<file path="src/rtl/mem_arbiter.sv">
// Shares one single-port memory between the instruction-fetch and data ports.
// Data wins ties; after STARVE_LIMIT data grants past a waiting fetch, the fetch wins.
module mem_arbiter #(
    parameter int ADDR_WIDTH   = 32,
    parameter int DATA_WIDTH   = 32,
    parameter int READ_LATENCY = 1,
    parameter int STARVE_LIMIT = 4
) (
    input  logic                  clk,
    input  logic                  rst,
    input  logic                  if_req,
    input  logic [ADDR_WIDTH-1:0] if_addr,
    output logic                  if_gnt,
    output logic                  if_rvalid,
    output logic [DATA_WIDTH-1:0] if_rdata,
    input  logic                  d_req,
    input  logic                  d_we,
    input  logic [ADDR_WIDTH-1:0] d_addr,
    input  logic [DATA_WIDTH-1:0] d_wdata,
    output logic                  d_gnt,
    output logic                  d_rvalid,
    output logic [DATA_WIDTH-1:0] d_rdata,
    output logic                  mem_we,
    output logic [ADDR_WIDTH-1:0] mem_addr,
    output logic [DATA_WIDTH-1:0] mem_wdata,
    input  logic [DATA_WIDTH-1:0] mem_rdata,
    output logic [1:0]            dbg_state
);

    // req/gnt: a requester holds req and its operands stable until gnt. gnt is
    // combinational, asserted only in IDLE, at most one per cycle; the request
    // is taken at the clock edge ending the gnt cycle, and req still high after
    // that edge is a new request. Dropping req before gnt cancels it.
    typedef enum logic [1:0] {
        S_IDLE = 2'd0,
        S_ADDR = 2'd1,
        S_WAIT = 2'd2
    } state_e;

    localparam logic [3:0] STARVE_MAX = 4'(STARVE_LIMIT);
    localparam logic [2:0] LAT_INIT   = 3'(READ_LATENCY);

    state_e                state_q, state_d;
    logic [3:0]            starve_q, starve_d;
    logic [2:0]            lat_q, lat_d;
    logic                  owner_d_q, owner_d_d;  // 1: data port owns the access
    logic                  op_we_q, op_we_d;
    logic                  mem_we_q, mem_we_d;
    logic [ADDR_WIDTH-1:0] mem_addr_q, mem_addr_d;
    logic [DATA_WIDTH-1:0] mem_wdata_q, mem_wdata_d;
    logic                  if_rvalid_q, if_rvalid_d;
    logic [DATA_WIDTH-1:0] if_rdata_q, if_rdata_d;
    logic                  d_rvalid_q, d_rvalid_d;
    logic [DATA_WIDTH-1:0] d_rdata_q, d_rdata_d;
    logic                  if_gnt_c, d_gnt_c;

    always_comb begin
        state_d     = state_q;
        starve_d    = starve_q;
        lat_d       = lat_q;
        owner_d_d   = owner_d_q;
        op_we_d     = op_we_q;
        mem_we_d    = 1'b0;
        mem_addr_d  = mem_addr_q;
        mem_wdata_d = mem_wdata_q;
        if_rvalid_d = 1'b0;
        if_rdata_d  = if_rdata_q;
        d_rvalid_d  = 1'b0;
        d_rdata_d   = d_rdata_q;
        if_gnt_c    = 1'b0;
        d_gnt_c     = 1'b0;

        case (state_q)
            S_IDLE: begin
                if (if_req && (!d_req || starve_q == STARVE_MAX)) begin
                    if_gnt_c   = 1'b1;
                    starve_d   = 4'd0;
                    mem_addr_d = if_addr;
                    owner_d_d  = 1'b0;
                    op_we_d    = 1'b0;
                    state_d    = S_ADDR;
                end else if (d_req) begin
                    d_gnt_c     = 1'b1;
                    // Only grants that overtake a waiting fetch count towards starvation.
                    if (!if_req) begin
                        starve_d = 4'd0;
                    end else if (starve_q < STARVE_MAX) begin
                        starve_d = starve_q + 4'd1;
                    end
                    mem_addr_d  = d_addr;
                    mem_wdata_d = d_wdata;
                    mem_we_d    = d_we;
                    owner_d_d   = 1'b1;
                    op_we_d     = d_we;
                    state_d     = S_ADDR;
                end
            end
            S_ADDR: begin
                if (op_we_q) begin
                    state_d = S_IDLE;
                end else begin
                    lat_d   = LAT_INIT;
                    state_d = S_WAIT;
                end
            end
            S_WAIT: begin
                lat_d = lat_q - 3'd1;
                if (lat_q == 3'd1) begin
                    if (owner_d_q) begin
                        d_rdata_d  = mem_rdata;
                        d_rvalid_d = 1'b1;
                    end else begin
                        if_rdata_d  = mem_rdata;
                        if_rvalid_d = 1'b1;
                    end
                    state_d = S_IDLE;
                end
            end
            default: state_d = S_IDLE;
        endcase
    end

    always_ff @(posedge clk or negedge rst) begin
        if (!rst) begin
            state_q     <= S_IDLE;
            starve_q    <= 4'd0;
            lat_q       <= 3'd0;
            owner_d_q   <= 1'b0;
            op_we_q     <= 1'b0;
            mem_we_q    <= 1'b0;
            mem_addr_q  <= '0;
            mem_wdata_q <= '0;
            if_rvalid_q <= 1'b0;
            if_rdata_q  <= '0;
            d_rvalid_q  <= 1'b0;
            d_rdata_q   <= '0;
        end else begin
            state_q     <= state_d;
            starve_q    <= starve_d;
            lat_q       <= lat_d;
            owner_d_q   <= owner_d_d;
            op_we_q     <= op_we_d;
            mem_we_q    <= mem_we_d;
            mem_addr_q  <= mem_addr_d;
            mem_wdata_q <= mem_wdata_d;
            if_rvalid_q <= if_rvalid_d;
            if_rdata_q  <= if_rdata_d;
            d_rvalid_q  <= d_rvalid_d;
            d_rdata_q   <= d_rdata_d;
        end
    end

    assign if_gnt    = if_gnt_c;
    assign d_gnt     = d_gnt_c;
    assign if_rvalid = if_rvalid_q;
    assign if_rdata  = if_rdata_q;
    assign d_rvalid  = d_rvalid_q;
    assign d_rdata   = d_rdata_q;
    assign mem_we    = mem_we_q;
    assign mem_addr  = mem_addr_q;
    assign mem_wdata = mem_wdata_q;
    assign dbg_state = state_q;

endmodule

</file>
<file path="config.mk">
export PLATFORM = sky130hd
export DESIGN_NAME = mem_arbiter
export DESIGN_NICKNAME = d
export VERILOG_FILES = /design/src/rtl/mem_arbiter.sv
export SDC_FILE = /design/constraint.sdc
export NUM_CORES = 1
export LEC_CHECK = 0
export ABC_AREA = 1
export BUFFER_PORTS_ARGS = -buffer_cell sky130_fd_sc_hd__buf_4
export CORE_MARGIN = 3
export CORE_UTILIZATION = 45
export CTS_CLUSTER_SIZE = 20
export DETAILED_ROUTE_END_ITERATION = 8
export PLACE_DENSITY_LB_ADDON = 0.15
export SYNTH_ARGS = -nofsm -noshare
export SYNTH_HDL_FRONTEND = slang
export SYNTH_SLANG_ARGS = --single-unit
export TNS_END_PERCENT = 100
</file>
<file path="constraint.sdc">
create_clock -name clk -period 1.54 [get_ports clk]
set_input_delay 0.077 -clock clk [delete_from_list [all_inputs] [get_ports clk]]
set_output_delay 0.077 -clock clk [all_outputs]
set_load 0.02 [all_outputs]
</file>
==> results of run 1 <==
## worst max-delay path: stages (launching register included)
cell     delay, ns
dfrtp_1       0.38
inv_1         0.07
ha_2          0.17
nand3_2       0.09
nand2_2       0.10
nand2_4       0.07
buf_12        0.13
nor2_4        0.08
buf_6         0.12
## cell families (layout without fill, tap and decap cells)
logic type / count (synthesis) / after routing / share of synthesized area
flip-flops: 142 / 142 / 0.574
XOR/XNOR: 1 / 1 / 0.00142
AO/OA/AOI/OAI: 40 / 40 / 0.0326
AND/OR/NAND/NOR: 452 / 452 / 0.297
buffers and inverters: 119 / 541 / 0.0863
adder cells (fa/ha/maj): 4 / 4 / 0.00809
## power by group through the flow
| stage | logic (mW) | clock network (mW) | registers [mW] |
|---|---|---|---|
| detailed placement | 9.14 | 0 | 6.54 |
| finish | 9.79 | 3.89 | 6.57 |
| floorplan | 2.87 | 0 | 8.63 |
| CTS | 9.52 | 3.97 | 6.53 |
| global placement | 9.01 | 0 | 6.53 |
| global route | 10.6 | 4.15 | 6.77 |
## area by class of cell
class,instances,area [sq um],share of cell area
clock buffers,17,425,0.0405
clock inverters,14,138,0.0131
inverters,81,314,0.0299
multi-input cells,497,2130,0.203
flip-flops and latches,142,3550,0.338
well taps,176,220,0.0210
repair buffers,429,3720,0.354
## repair_timing
| item | CTS | global route |
|---|---|---|
| resized for setup | 10 | 22 |
| endpoints found under the setup margin | 2 | 102 |
| setup buffers | 7 | 7 |
| pin swaps | 2 | 4 |
| gates cloned | 0 | 2 |
| hold buffers | 126 | 0 |
| hold endpoints to repair | 272 | 0 |
## how the worst max path moves through the flow
stage	end	startpoint	slack [ns]
finish	if_gnt	starve_q[0]$_DFFE_PN0P_	-0.17
CTS	if_gnt	starve_q[0]$_DFFE_PN0P_	-0.20
detailed placement	if_gnt	starve_q[1]$_DFFE_PN0P_	0.04
floorplan	if_gnt	starve_q[0]$_DFFE_PN0P_	0.12
global placement	if_gnt	starve_q[1]$_DFFE_PN0P_	0.07
global route	if_gnt	starve_q[1]$_DFFE_PN0P_	-0.26
## state kept, by name, summed over array words and instances (netlist names)
register and count:
if_rdata 32, starve_q 4, owner_d_q 1, op_we_q 1, mem_we 1, mem_wdata 32
d_rvalid 1, d_rdata 32, dbg_state 2, if_rvalid 1, mem_addr 32, lat_q 3
## per-layer routing
| metal | vias up | track usage |
|---|---|---|
| li1 | 3136 | - |
| met1 | 3067 | 0.321 |
| met2 | 302 | 0.441 |
| met3 | 51 | 0.0631 |
| met4 | 0 | 0.114 |
| met5 | - | 0 |
## cells in the final DEF, fill, tap and decap left out, types with 5 or more instances in the layout
cell | netlist | layout
buf_4 | 8 | 284
inv_1 | 76 | 76
nand2_1 | 367 | 365
buf_12 | 0 | 9
dfrtp_1 | 142 | 142
nand3_1 | 68 | 68
nor2_1 | 6 | 5
o21ai_0 | 37 | 33
buf_6 | 5 | 6
clkbuf_16 | 0 | 19
dlygate4sd3_1 | 0 | 126
==> run_results.csv, run 1 <==
group,metric,value,unit
outcome,status,"finished, violations left",
outcome,violations,"setup timing",
cts,cts_tree,"built",
floorplanning,fp-row-count,42,
yosys,yosysTopAreaCell,"dfrtp_1",
floorplanning,core-area,0.0133,sq mm
yosys,syn_inst,758,
worst_setup_path,rrSetupSlack,-0.09,ns
yosys,synthTopCellsByArea,"dfrtp_1, nand2_1, nand3_1",
hold_path,min_delay_path_depth,5,
detailed_routing,drc,0,
worst_setup_path,endpoint_kind,"output pin",
cts,htreeDepth,4,
yosys,synth_edf_count,0,
sta,skew,0.00811,ns
worst_setup_path,worstPathMaxFanout,3,
cts,clock_sinks,142,
sta,setup_viol,23,
sta,slew_viol_final,0,
sta,fin_hold_ws,0.0172,ns
finish,syn_to_final_growth,69.6,%
detailed_routing,ant_nets,0,
yosys,syn_nets,895,
finish,n_fill_cell,856,
sta,setup_ws,-0.174,ns
detailed_routing,met3WireLength,1.60,mm
hold_path,min_to,"mem_addr[0]$_DFFE_PN0P_",
detailed_routing,via_per_inst,4.83,
finish,instances_no_fill,1356,
yosys,async_flop_share,1.00,
sta,rsz0062_at_grt,"true",
floorplanning,die_w,123,um
detailed_routing,drt-initial-drc-count,295,
detailed_routing,wl_met2,9.78,mm
detailed_routing,top_signal_layer_used,"met4",
global_routing,grt_max_degree,65,
cts,cts.path.max_buffers,2,
sta,min_period,1.71,ns
sta,relSlewSlack,0.770,
yosys,ys_ff_latch,142,
power_and_ir_drop,pwr-share-comb,0.484,
global_routing,globalRouteOverflowTotal,0,
worst_setup_path,cp.required,1.46,ns
power_and_ir_drop,p_seq_frac,0.324,
yosys,synthFlopType,"dfrtp_1",
placed_design,place_hpwl,12.2,mm
sta,tightest_slew,0.344,ns
yosys,synth-seq-area-share,0.574,
worst_setup_path,start_kind,"register",
yosys,synth.cell_area,0.00619,sq mm
job,cap_violations,0,
power_and_ir_drop,p_leak,5.74,nW
sta,fmax,583,MHz
floorplanning,dieArea,0.0152,sq mm
yosys,synth_most_common_cell,"nand2_1",
global_routing,grt_use_total,0.262,
worst_setup_path,path_class,"reg2out",
hold_path,hold_start,"if_addr[0]",
finish,fin_nets,1305,
finish,final_area,0.0105,sq mm
detailed_routing,vias,6556,
placed_design,dp_worst_setup_slack,0.0366,ns
hold_path,hp-class,"in2reg",
floorplanning,start_util,0.464,
power_and_ir_drop,intPower,11.9,mW
global_routing,grt_antenna_before_repair,0,
worst_setup_path,r2r-start,"starve_q[0]$_DFFE_PN0P_",
detailed_routing,routed_wl,20.1,mm
global_routing,grt_pass1_wl,31.5,mm
floorplanning,die_y,123,um
power_and_ir_drop,vdd_drop_max,1.23,mV
yosys,synthDistinctLibCells,22,
global_routing,grt_pass1_vias,6561,
finish,insertedDiodeCount,0,
worst_setup_path,r2r_end,"mem_wdata[13]$_DFFE_PN0P_",
sta,period_share,1.11,
placed_design,dp.cells,1186,
sta,finalHoldViolations,0,
power_and_ir_drop,power,20.2,mW
power_and_ir_drop,power_density,1930,mW/mm^2
placed_design,io_buffers,267,
power_and_ir_drop,power.share.switching,0.413,
cts,path_clk_slew,0.06,ns
worst_setup_path,cp.arrival,1.64,ns
detailed_routing,wl_per_cell,14.9,um
finish,layout-drive-gt1-share,0.299,
detailed_routing,wl_met1,8.11,mm
cts,root_buffer,"clkbuf_16",
yosys,syn_area_per_cell,8.16,sq um
finish,utilization,0.786,
yosys,synth_top_area_frac,0.574,
placed_design,routabilityCongestion,0.775,
cts,cts_buffers,17,
yosys,synthTopCellsByCount,"nand2_1, dfrtp_1, inv_1",
floorplanning,io_pins,268,
power_and_ir_drop,pwr-share-clk,0.192,
sta,finalSetupTns,-1.41,ns
power_and_ir_drop,switchingPower,8.36,mW
cts,clock_insertion_delay_worst_skew,0.41,ns
placed_design,placed_cell_area,0.00844,sq mm
yosys,synth_warnings,0,
detailed_routing,drtPass1Iterations,5,
worst_setup_path,ff2ff_path_depth,11,
Power figures use the tool's default switching activity.
==> run 2: changes to the inputs <==
RECOVER_POWER = 25   (was unset)
==> run 2 against run 1 <==
  * The run still ends with setup timing left
  * Non-clock buffer count is the same
  * Worst hold slack is essentially flat
  * Critical path type unchanged
  * Count of clock-buffer cells in the layout is the same
  * Maximum frequency is essentially flat
  * Highest routed layer unchanged
==> run_results.csv, run 2 (synthesis results as in run 1) <==
group,metric,value,unit
sta,setup_viol,23,
worst_setup_path,path_class,"reg2out",
outcome,status,"finished, violations left",
worst_setup_path,crit_chain,"inv_1 > ha_2 > nand3_2 > nand2_2 > nand2_4 > buf_12 > nor2_4 > buf_6",
detailed_routing,drtPass1Iterations,5,
hold_path,min_to,"mem_addr[0]$_DFFE_PN0P_",
detailed_routing,drc,0,
placed_design,place_hpwl,12.2,mm
sta,min_period,1.72,ns
hold_path,hold_start,"if_addr[0]",
sta,slew_viol_final,0,
sta,fin_hold_ws,0.0171,ns
cts,clock_sinks,142,
detailed_routing,ant_nets,0,
global_routing,grt_pass1_vias,6561,
sta,skew,0.00809,ns
power_and_ir_drop,vdd_drop_max,1.23,mV
worst_setup_path,ff2ff_path_depth,11,
global_routing,grt_use_total,0.262,
sta,tightest_slew,0.812,ns
global_routing,grt_pass1_wl,31.5,mm
finish,layout-drive-gt1-share,0.299,
detailed_routing,via_per_inst,4.84,
sta,setup_ws,-0.175,ns
worst_setup_path,worstPathMaxFanout,3,
sta,fmax,583,MHz
power_and_ir_drop,power_density,1930,mW/mm^2
hold_path,min_delay_path_depth,5,
worst_setup_path,endpoint_kind,"output pin",
placed_design,routabilityCongestion,0.775,
sta,finalHoldViolations,0,
worst_setup_path,start_kind,"register",
placed_design,io_buffers,267,
floorplanning,dieArea,0.0152,sq mm
sta,relSlewSlack,0.459,
cts,cts_tree,"built",
cts,path_clk_slew,0.06,ns
worst_setup_path,worst_path_largest_cell_delay,0.38,ns
placed_design,dp.cells,1186,
finish,insertedDiodeCount,0,
worst_setup_path,crit_slowest_cell,"dfrtp_1",
floorplanning,die_y,123,um
finish,fin_nets,1305,
finish,instances_no_fill,1356,
cts,cts.path.max_buffers,2,
floorplanning,fp-row-count,42,
finish,syn_to_final_growth,69.2,%
worst_setup_path,cp.arrival,1.64,ns
detailed_routing,vias,6565,
finish,mostFrequentLayoutCells,"nand2_1, buf_4, dfrtp_1, dlygate4sd3_1, inv_1",
cts,cts_buffers,17,
cts,htreeDepth,4,
global_routing,grt_max_degree,65,
floorplanning,io_pins,268,
worst_setup_path,cp.required,1.46,ns
power_and_ir_drop,p_leak,5.73,nW
global_routing,globalRouteOverflowTotal,0,
worst_setup_path,rrSetupSlack,-0.09,ns
global_routing,grt_antenna_before_repair,0,
floorplanning,start_util,0.464,
floorplanning,core-area,0.0133,sq mm
detailed_routing,routed_wl,20.2,mm
cts,root_buffer,"clkbuf_16",
detailed_routing,wl_per_cell,14.9,um
worst_setup_path,crit_path_start,"starve_q[0]$_DFFE_PN0P_",
cts,clock_insertion_delay_worst_skew,0.41,ns
outcome,violations,"setup timing",
floorplanning,die_w,123,um
detailed_routing,drt-initial-drc-count,295,
sta,period_share,1.11,
job,cap_violations,0,
hold_path,hp-class,"in2reg",
finish,mostFrequentLayoutCell,"nand2_1",
sta,rsz0062_at_grt,"true",
worst_setup_path,r2r_end,"mem_wdata[13]$_DFFE_PN0P_",
worst_setup_path,r2r-start,"starve_q[0]$_DFFE_PN0P_",
## run 2: cell count changes in the layout (fill, tap and decap cells not counted), sizes merged
cell and change:
clkbuf +1, buf -1
## run 2: area by class of cell
class / count / area (sq um)
Sequential cell: 142 / 3550
Inverter: 81 / 314
Clock inverter: 14 / 138
Timing Repair Buffer: 429 / 3700
Fill cell: 864 / 2870
Clock buffer: 17 / 425
Tap cell: 176 / 220
Multi-Input combinational cell: 497 / 2130
## run 2: worst max-delay path by stage
stage,endpoint,slack (ns),cells past startpoint
after floorplan,if_gnt,0.12,7
after global placement,if_gnt,0.07,8
after detailed placement,if_gnt,0.04,8
after CTS,if_gnt,-0.20,8
after global routing,if_gnt,-0.26,8
final,if_gnt,-0.18,8
## run 2: timing repair
action / CTS / global route
gates cloned: 0 / 2
buffers inserted: 7 / 7
hold endpoints to repair: 272 / 0
hold buffers: 126 / 0
pin swaps: 2 / 4
endpoints found under the setup margin: 2 / 102
resized for setup: 10 / 22
## run 2: through the flow
step | power, mW | cell area [sq um] | TNS, ns | setup WS [ns] | utilization
detailed placement | 15.7 | 8440 | 0 | 0.0366 | 0.632
CTS | 20.0 | 10300 | -0.359 | -0.203 | 0.775
global placement | 15.5 | 8440 | 0 | 0.0736 | 0.632
finish | 20.2 | 10500 | -1.43 | -0.175 | 0.785
floorplan | 11.5 | 6190 | 0 | 0.120 | -
global route | 21.5 | 10500 | -4.20 | -0.256 | 0.785
## run 2: critical path: cells and delay by family (launching register included)
kind / cells / cell delay [ns]
AND/OR/NAND/NOR: 4 / 0.34
buffers and inverters: 3 / 0.32
adder cells (fa/ha/maj): 1 / 0.17
flip-flops: 1 / 0.38
## run 2: power breakdown
part	internal, mW	leakage, nW	total [mW]	switching [mW]
Sequential	5.56	1.73	6.57	1.01
Clock	2.24	0.264	3.89	1.65
Combinational	4.08	3.74	9.78	5.70
## run 2: routing by layer
| metal | GRT usage | vias to the layer above | wire length, um | share of wire |
|---|---|---|---|---|
| li1 | - | 3134 | - | - |
| met1 | 0.321 | 3072 | 8110 | 0.40 |
| met2 | 0.441 | 310 | 9800 | 0.49 |
| met3 | 0.0631 | 49 | 1610 | 0.080 |
| met4 | 0.114 | 0 | 651 | 0.032 |
| met5 | 0 | - | 0 | 0 |
==> run 3: changes to the inputs <==
BUFFER_PORTS_ARGS = unset   (was -buffer_cell sky130_fd_sc_hd__buf_4)
DONT_BUFFER_PORTS = 1   (was unset)
HOLD_SLACK_MARGIN = 0.02   (was unset)
SETUP_SLACK_MARGIN = 0.2   (was unset)
==> run 3 against run 2 <==
  * Sequential power rose by 44%
  * Count of clock-buffer cells in the layout rose by 2
  * Combinational power fell by 31%
  * Worst hold slack got worse by 0.66 ns
  * Core utilization fell by 4.6 points
  * Non-clock buffer count fell by 262
  * The flow finishes with violations (hold timing, setup timing)
  * Largest power group is now registers
  * Global-route usage rose by 0.82 points
  * Cell area fell by 5.9%
  * Die area did not move
  * Power fell by 0.81%
  * Clock power fell by 2%
  * First-iteration DRC count rose by 20%
  * Critical endpoint is now mem_wdata[8]$_DFFE_PN0P_
==> run_results.csv, run 3 (synthesis results as in run 1) <==
group,metric,value,unit
outcome,status,"finished, violations left",
outcome,violations,"hold timing, setup timing",
power_and_ir_drop,p_leak,5.04,nW
sta,tightest_slew,0.351,ns
finish,syn_to_final_growth,59.3,%
worst_setup_path,r2r-start,"starve_q[1]$_DFFE_PN0P_",
sta,setup_ws,-0.101,ns
job,cap_violations,0,
detailed_routing,drc,0,
cts,cts_tree,"built",
sta,fin_hold_ws,-0.647,ns
worst_setup_path,worstPathMaxFanout,6,
worst_setup_path,cp.arrival,1.94,ns
finish,ff_latch_area,0.00355,sq mm
hold_path,hp-class,"in2async",
sta,fmax,610,MHz
sta,slew_viol_final,0,
worst_setup_path,path_class,"reg2reg",
worst_setup_path,endpoint_kind,"register",
global_routing,grt_use_total,0.270,
detailed_routing,routed_wl,21.6,mm
finish,multi_input_area,0.00299,sq mm
detailed_routing,wl_met2,11.1,mm
power_and_ir_drop,vdd_drop_max,1.22,mV
sta,period_share,1.07,
sta,relSlewSlack,0.766,
cts,htreeDepth,4,
floorplanning,start_util,0.464,
power_and_ir_drop,power_density,2040,mW/mm^2
floorplanning,io_pins,268,
placed_design,routabilityCongestion,0.780,
detailed_routing,met3WireLength,2.00,mm
finish,mostFrequentLayoutCells,"nand2_1, dfrtp_1, nand2_2, dlygate4sd3_1, inv_1",
worst_setup_path,rrSetupSlack,-0.10,ns
sta,setup_viol,50,
cts,path_clk_slew,0.06,ns
cts,root_buffer,"clkbuf_16",
cts,cts.path.max_buffers,2,
finish,insertedDiodeCount,0,
global_routing,globalRouteOverflowTotal,0,
sta,min_period,1.64,ns
floorplanning,dieArea,0.0152,sq mm
floorplanning,die_w,123,um
global_routing,grt_pass1_vias,5903,
worst_setup_path,start_kind,"register",
finish,layout-drive-gt1-share,0.342,
floorplanning,fp-row-count,42,
global_routing,grt_max_degree,143,
global_routing,grt_pass1_wl,31.4,mm
worst_setup_path,crit_path_start,"starve_q[1]$_DFFE_PN0P_",
sta,finalHoldViolations,176,
detailed_routing,wl_per_cell,19.7,um
finish,fin_nets,1044,
detailed_routing,top_signal_layer_used,"met4",
detailed_routing,vias,5877,
global_routing,grt_antenna_before_repair,0,
detailed_routing,wl_met1,8.03,mm
placed_design,place_hpwl,10.8,mm
placed_design,io_buffers,0,
detailed_routing,drtPass1Iterations,5,
cts,cts_buffers,17,
detailed_routing,drt-initial-drc-count,353,
finish,n_fill_cell,868,
cts,clock_insertion_delay_worst_skew,0.42,ns
sta,skew,0.0109,ns
detailed_routing,via_per_inst,5.37,
finish,mostFrequentLayoutCell,"nand2_1",
floorplanning,core-area,0.0133,sq mm
placed_design,dp_worst_setup_slack,0.0265,ns
sta,rsz0062_at_grt,"true",
detailed_routing,ant_nets,0,
sta,finalSetupTns,-2.68,ns
worst_setup_path,cp.required,1.84,ns
floorplanning,die_y,123,um
cts,clock_sinks,142,
[run 3: metrics by stage]
step | util | instance area, sq um | instances | total power [mW]
2_1_floorplan | - | 6210 | 758 | 11.5
3_3_place_gp | 0.478 | 6380 | 913 | 12.5
3_5_place_dp | 0.478 | 6380 | 913 | 12.7
4_1_cts | 0.689 | 9190 | 1083 | 19.0
5_1_grt | 0.739 | 9860 | 1094 | 21.1
6_report | 0.739 | 9860 | 1094 | 20.1
[run 3: area by class of cell]
class                           count  area share
Clock buffer                       19      0.0459
Inverter                           81      0.0338
Tap cell                          176      0.0223
Timing Repair Buffer              167       0.223
Sequential cell                   142       0.360
Timing Repair inverter              1     0.00114
Clock inverter                     11     0.00952
Multi-Input combinational cell    497       0.304
[run 3: critical path, cell delays in order (launching register included)]
cell	delay, ns
dfrtp_1	0.37
inv_2	0.06
ha_4	0.16
nand3_4	0.07
nand2_4	0.07
nand2_8	0.09
nand2_8	0.08
buf_6	0.13
buf_12	0.13
buf_12	0.12
buf_16	0.14
nand2_4	0.05
nand2_1	0.06
[run 3: path summary, 6_finish.rpt]
check / to / cells after the start
min in group clk: mem_addr[21]$_DFFE_PN0P_ / 3
max in group asynchronous: dbg_state[0]$_DFFE_PN0P_ / 0
worst max register to register: mem_wdata[8]$_DFFE_PN0P_ / 12
worst max-delay path: mem_wdata[8]$_DFFE_PN0P_ / 12
worst min-delay path: d_rdata[9]$_DFFE_PN0P_ / 0
worst min register to register: op_we_q$_DFFE_PN0P_ / 2
[run 3: metal layers]
layer | vias to the layer above | GRT usage
met2 | 300 | 0.450
met1 | 2912 | 0.332
met5 | - | 0
li1 | 2622 | -
met4 | 0 | 0.101
met3 | 43 | 0.0791
[run 3: power by group]
group | total [mW] | internal (mW) | switching (mW)
combinational | 6.79 | 3.23 | 3.56
sequential | 9.46 | 5.53 | 3.92
clock | 3.83 | 2.27 | 1.55
total | 20.1 | 11.0 | 9.04
[run 3: timing repair]
action,4_1_cts,5_1_grt
setup endpoints to repair,133,140
resized for setup,197,147
pin swaps,63,65
setup buffers,27,7
hold buffers,91,3
gates cloned,22,1
hold endpoints to repair,276,177
